[src/rtl/dmem_arbiter.sv]
// Data memory arbiter: shares one word-organised memory port between the CPU
// load/store path and a debug/loader port. Each access runs IDLE -> ISSUE ->
// RESP. Ties are broken round-robin against the last served requester.
//
// state | meaning
// IDLE  | no access in flight; pick a requester
// ISSUE | memory port driven from the owner's held request
// RESP  | read data returned, owner completes, last_owner updated
module dmem_arbiter #(
  parameter int ADDR_W = 8
) (
  input  logic              clock,
  input  logic              reset,
  input  logic              cpu_req,
  input  logic              cpu_we,
  input  logic              cpu_half,
  input  logic [31:0]       cpu_addr,
  input  logic [31:0]       cpu_wdata,
  output logic [31:0]       cpu_rdata,
  output logic              cpu_stall,
  output logic              cpu_misalign,
  input  logic              dbg_req,
  input  logic              dbg_we,
  input  logic [31:0]       dbg_addr,
  input  logic [31:0]       dbg_wdata,
  output logic [31:0]       dbg_rdata,
  output logic              dbg_ack,
  output logic              mem_en,
  output logic [3:0]        mem_be,
  output logic [ADDR_W-1:0] mem_addr,
  output logic [31:0]       mem_wdata,
  input  logic [31:0]       mem_rdata
);

  typedef enum logic [1:0] {
    ST_IDLE  = 2'd0,
    ST_ISSUE = 2'd1,
    ST_RESP  = 2'd2
  } state_t;

  typedef enum logic {
    OWN_CPU = 1'b0,
    OWN_DBG = 1'b1
  } owner_t;

  state_t state_q, state_d;
  owner_t owner_q, owner_d;
  owner_t last_owner_q, last_owner_d;

  logic cpu_misaligned;
  logic sel_cpu;
  logic in_issue;
  logic in_resp;
  logic wr_access;
  logic access_ok;
  logic cpu_resp;
  logic unused_addr_bits;

  // Upper address bits wrap silently; debug low bits are ignored.
  assign unused_addr_bits = ^{cpu_addr[31:ADDR_W+2], dbg_addr[31:ADDR_W+2], dbg_addr[1:0]};

  // State, owner and round-robin history registers.
  always_ff @(posedge clock) begin
    if (reset) begin
      state_q      <= ST_IDLE;
      owner_q      <= OWN_CPU;
      last_owner_q <= OWN_DBG;
    end else begin
      state_q      <= state_d;
      owner_q      <= owner_d;
      last_owner_q <= last_owner_d;
    end
  end

  // Next-state: grant in IDLE, fixed ISSUE -> RESP -> IDLE sequence.
  always_comb begin
    state_d      = state_q;
    owner_d      = owner_q;
    last_owner_d = last_owner_q;
    case (state_q)
      ST_IDLE: begin
        if (cpu_req && dbg_req) begin
          owner_d = (last_owner_q == OWN_CPU) ? OWN_DBG : OWN_CPU;
          state_d = ST_ISSUE;
        end else if (cpu_req) begin
          owner_d = OWN_CPU;
          state_d = ST_ISSUE;
        end else if (dbg_req) begin
          owner_d = OWN_DBG;
          state_d = ST_ISSUE;
        end
      end
      ST_ISSUE: state_d = ST_RESP;
      ST_RESP: begin
        last_owner_d = owner_q;
        state_d      = ST_IDLE;
      end
      default: state_d = ST_IDLE;
    endcase
  end

  // Memory port: driven from the owner's held request; reset suppresses any
  // write so an access caught by reset in ISSUE never commits.
  always_comb begin
    cpu_misaligned = cpu_half ? cpu_addr[0] : (cpu_addr[1:0] != 2'b00);
    sel_cpu        = (owner_q == OWN_CPU);
    in_issue       = (state_q == ST_ISSUE) && !reset;
    in_resp        = (state_q == ST_RESP) && !reset;
    wr_access      = sel_cpu ? cpu_we : dbg_we;
    access_ok      = sel_cpu ? !cpu_misaligned : 1'b1;

    mem_addr  = sel_cpu ? cpu_addr[ADDR_W+1:2] : dbg_addr[ADDR_W+1:2];
    mem_wdata = dbg_wdata;
    if (sel_cpu) begin
      mem_wdata = cpu_half ? {cpu_wdata[15:0], cpu_wdata[15:0]} : cpu_wdata;
    end

    mem_en = in_issue && access_ok;
    mem_be = 4'b0000;
    if (mem_en && wr_access) begin
      if (sel_cpu && cpu_half) begin
        mem_be = cpu_addr[1] ? 4'b1100 : 4'b0011;
      end else begin
        mem_be = 4'b1111;
      end
    end
  end

  // Completion side: responses only in the owner's RESP cycle, and only if
  // the requester is still asking (a dropped request is discarded).
  always_comb begin
    cpu_resp     = in_resp && sel_cpu && cpu_req;
    cpu_misalign = cpu_resp && cpu_misaligned;
    cpu_stall    = cpu_req && !((state_q == ST_RESP) && sel_cpu);
    cpu_rdata    = 32'h0;
    if (cpu_resp && !cpu_misaligned && !cpu_we) begin
      if (cpu_half) begin
        cpu_rdata = cpu_addr[1] ? {{16{mem_rdata[31]}}, mem_rdata[31:16]}
                                : {{16{mem_rdata[15]}}, mem_rdata[15:0]};
      end else begin
        cpu_rdata = mem_rdata;
      end
    end

    dbg_ack   = in_resp && !sel_cpu && dbg_req;
    dbg_rdata = (dbg_ack && !dbg_we) ? mem_rdata : 32'h0;
  end

endmodule

[config.mk]
export PLATFORM = sky130hd
export DESIGN_NAME = dmem_arbiter
export DESIGN_NICKNAME = d
export VERILOG_FILES = /design/src/rtl/dmem_arbiter.sv
export SDC_FILE = /design/constraint.sdc
export NUM_CORES = 1
export LEC_CHECK = 0
export BUFFER_PORTS_ARGS = -buffer_cell sky130_fd_sc_hd__buf_2
export CORE_AREA = 4 4 107 109
export CTS_CLUSTER_DIAMETER = 200
export DETAILED_ROUTE_END_ITERATION = 12
export DIE_AREA = 0 0 111 113
export GPL_TIMING_DRIVEN = 0
export PLACE_DENSITY = 0.56
export SLEW_MARGIN = 40
export SYNTH_ARGS = -nofsm -noshare
export SYNTH_HDL_FRONTEND = slang
export SYNTH_SLANG_ARGS = --single-unit
[constraint.sdc]
create_clock -name clock -period 2.7 [get_ports clock]
set_input_delay 0.54 -clock clock [delete_from_list [all_inputs] [get_ports clock]]
set_output_delay 0.54 -clock clock [all_outputs]
set_load 0.01 [all_outputs]
==> metrics.cfg <==
[setup_path]
crit_top_cell = buf_2
critical_path.max_stage_delay_ns = 0.34
path_cells = buf_2, nor2b_1, or3_1, buf_2, buf_6, a211oi_2, buf_2
start_kind = input pin
path_class = input pin to primary output
slowest_stage = or3_1
cp.required_ns = 2.16
path_max_fanout = 10
r2r_cells = 2
worst-path-buf-inv = 4
crit_arrival_ns = 1.86
crit_family = buffers and inverters
crit_cells = 7
setup.worst_path.end_class = primary output

[outcome]
status = finished clean

[synthesis]
synth_area_per_cell_um2 = 7.955
synth_warnings = 0
ys_types = 32
synth_area_um2 = 1822
synth_fp_nets = 396
ys_ff_latch = 4
ys_seq_area_frac = 0.04396
syn_inst = 229

[timing]
setup_violations = 0
relSlewSlack = 0.6846
period_minus_slack_ns = 2.402
tightest_slew_ns = 0.4731
hold_viol_final = 0
fin_hold_ws_ns = 0.5040
grt_setup_unrepaired = false
finalClockSkew_ns = 0.0003118
slew_viol_final = 0
final.setup.tns_ns = 0
period_share = 0.8897
max_freq_mhz = 416.3

[cells_and_area]
drive_above_1_share = 0.6782
antennaDiodeCount = 0
fin_util = 0.3013
layout.nets = 632
syn_to_final_growth_pct = 75.34

[drt]
firstDrtPassIters = 4
wl_per_cell_um = 15.05
drt_iter0_drc = 60
ant_nets = 0
drc = 0
drt_wl_total_um = 9074
viasPerCell = 4.363
via_count = 2631

[clock_network]
htree_levels = 1
cts.sinks = 4
postCtsResizedCells = 0
cts_root_buf = clkbuf_8
cts_tree = built
numCtsBuffers = 3
cts_setup_buffers = 0
clock_latency_ns = 0.22
clk_path_buf_depth = 2
clkTransAtPathRegs_ns = 0.03
hold_buffers = 0

[die]
start_util = 0.1718
dieArea_um2 = 12540
core_um2 = 10600
die_width_um = 111
die-height_um = 113
pin_count = 279
rows = 38

[global_route]
grt_pass1_wl_um = 13680
grt_max_degree = 11
grt-ovfl-total = 0
grt.total_usage = 0.1319
grt_pass1_vias = 2747
antenna_found_initial = 0

[pwr]
leakagePower_nw = 1.771
vdd_drop_max_mv = 0.1875
p_per_area_nw_per_um2 = 213.0

[min_path]
hp-class = flip-flop to flip-flop
min_path_cells = 2

[placement]
gp_congestion = 0.8544
hpwlAfterDp_um = 8038
port_buffers = 231

[job]
cap_violations = 0

[report_power, final]
group / internal (mW) / switching, mW / total [mW]
registers: 0.0645 / 0.00379 / 0.0683
clock network: 0.0951 / 0.0320 / 0.127
logic: 0.228 / 0.257 / 0.485
total: 0.387 / 0.293 / 0.680
[Yosys cell counts]
| master | n | area, µm² |
|---|---|---|
| nor3_2 | 17 | 170.2 |
| o21ai_0 | 16 | 80.08 |
| nor4_1 | 1 | 6.260 |
| dfxtp_1 | 4 | 80.08 |
| or3b_2 | 1 | 8.760 |
| nor2b_1 | 4 | 25.02 |
| nand2b_1 | 17 | 106.4 |
| inv_1 | 1 | 3.750 |
| o21a_1 | 2 | 15.01 |
| o21bai_1 | 1 | 7.510 |
| mux2_2 | 25 | 281.5 |
| and2_1 | 32 | 200.2 |
| and4b_1 | 1 | 10.01 |
| buf_4 | 4 | 30.03 |
| buf_2 | 11 | 55.05 |
| nand3b_2 | 1 | 11.26 |
| buf_6 | 3 | 33.78 |
| nor3b_4 | 1 | 18.77 |
| nand2_2 | 1 | 6.260 |
| or3_1 | 1 | 6.260 |
| and3_1 | 1 | 6.260 |
| nand3b_1 | 1 | 7.510 |
| a211oi_2 | 13 | 162.7 |
| nor2_1 | 6 | 22.52 |
| nand3_1 | 1 | 5.000 |
| clkbuf_2 | 3 | 15.01 |
| a211oi_1 | 2 | 15.01 |
| a21oi_1 | 2 | 10.01 |
| nand2_1 | 18 | 67.56 |
| mux2i_1 | 33 | 330.3 |
| clkbuf_1 | 4 | 15.01 |
| nand4b_1 | 1 | 8.760 |
[cells by family (layout without fill, tap and decap cells)]
group                  Yosys count  in the layout  share of synthesized area
buffers and inverters           26            260                    0.08378
AOI/OAI and AO/OA               36             36                     0.1593
muxes                           58             58                     0.3359
DFF                              4              4                    0.04396
and+or+nand+nor                105            105                     0.3771
[registers in the layout, summed over array words and instances, names as in the netlist]
| signal | cells |
|---|---|
| state_q | 2 |
| last_owner_q | 1 |
| owner_q | 1 |
[worst reg2reg max path, delay by kind of cell, from the launching register on]
family / cells / cell delay (ns)
and+or+nand+nor: 1 / 0.51
DFF: 1 / 0.42
buffers and inverters: 1 / 0.09
[through the flow]
| stage | power [mW] | std cells | area (µm²) | setup WS, ns |
|---|---|---|---|---|
| 5_1_grt | 0.7322 | 603 | 3194 | 0.1075 |
| 3_3_place_gp | 0.5544 | 600 | 3153 | 0.3033 |
| 3_5_place_dp | 0.5594 | 600 | 3153 | 0.2999 |
| 6_report | 0.6804 | 603 | 3194 | 0.2979 |
| 2_1_floorplan | 0.3259 | 229 | 1822 | 0.6453 |
| 4_1_cts | 0.6923 | 603 | 3194 | 0.2705 |
[worst paths after layout]
kind,from,end,slack (ns)
max,cpu_addr[1],cpu_rdata[23],0.30
min,last_owner_q,last_owner_q,0.50
max reg2reg,state_q[0],state_q[1],1.62
min reg2reg,last_owner_q,last_owner_q,0.50
[cell usage in the layout (no fill, tap or decap), types with 6 or more instances in the layout]
cell type  synthesis  final
a211oi_2          13     13
and2_1            32     32
buf_2             11    242
mux2_2            25     25
mux2i_1           33     33
nand2_1           18     18
nand2b_1          17     17
nor2_1             6      6
nor3_2            17     17
o21ai_0           16     16
[metal layers]
metal,GRT usage,part of all wire,vias up
met3,0.02941,0.093,10
met4,0.02545,0.012,0
met2,0.2456,0.50,171
li1,-,-,1276
met5,0,0,-
met1,0.1559,0.40,1174
[cell type report]
cell class                      count  area, µm²
Timing Repair Buffer              231       1156
Inverter                            1      3.754
Tap cell                          140      175.2
Fill cell                        1148       7408
Multi-Input combinational cell    199       1589
Sequential cell                     4      80.08
Clock buffer                        3      41.29
Buffer                             25      148.9
No activity file was read; power rests on OpenSTA's default activity.
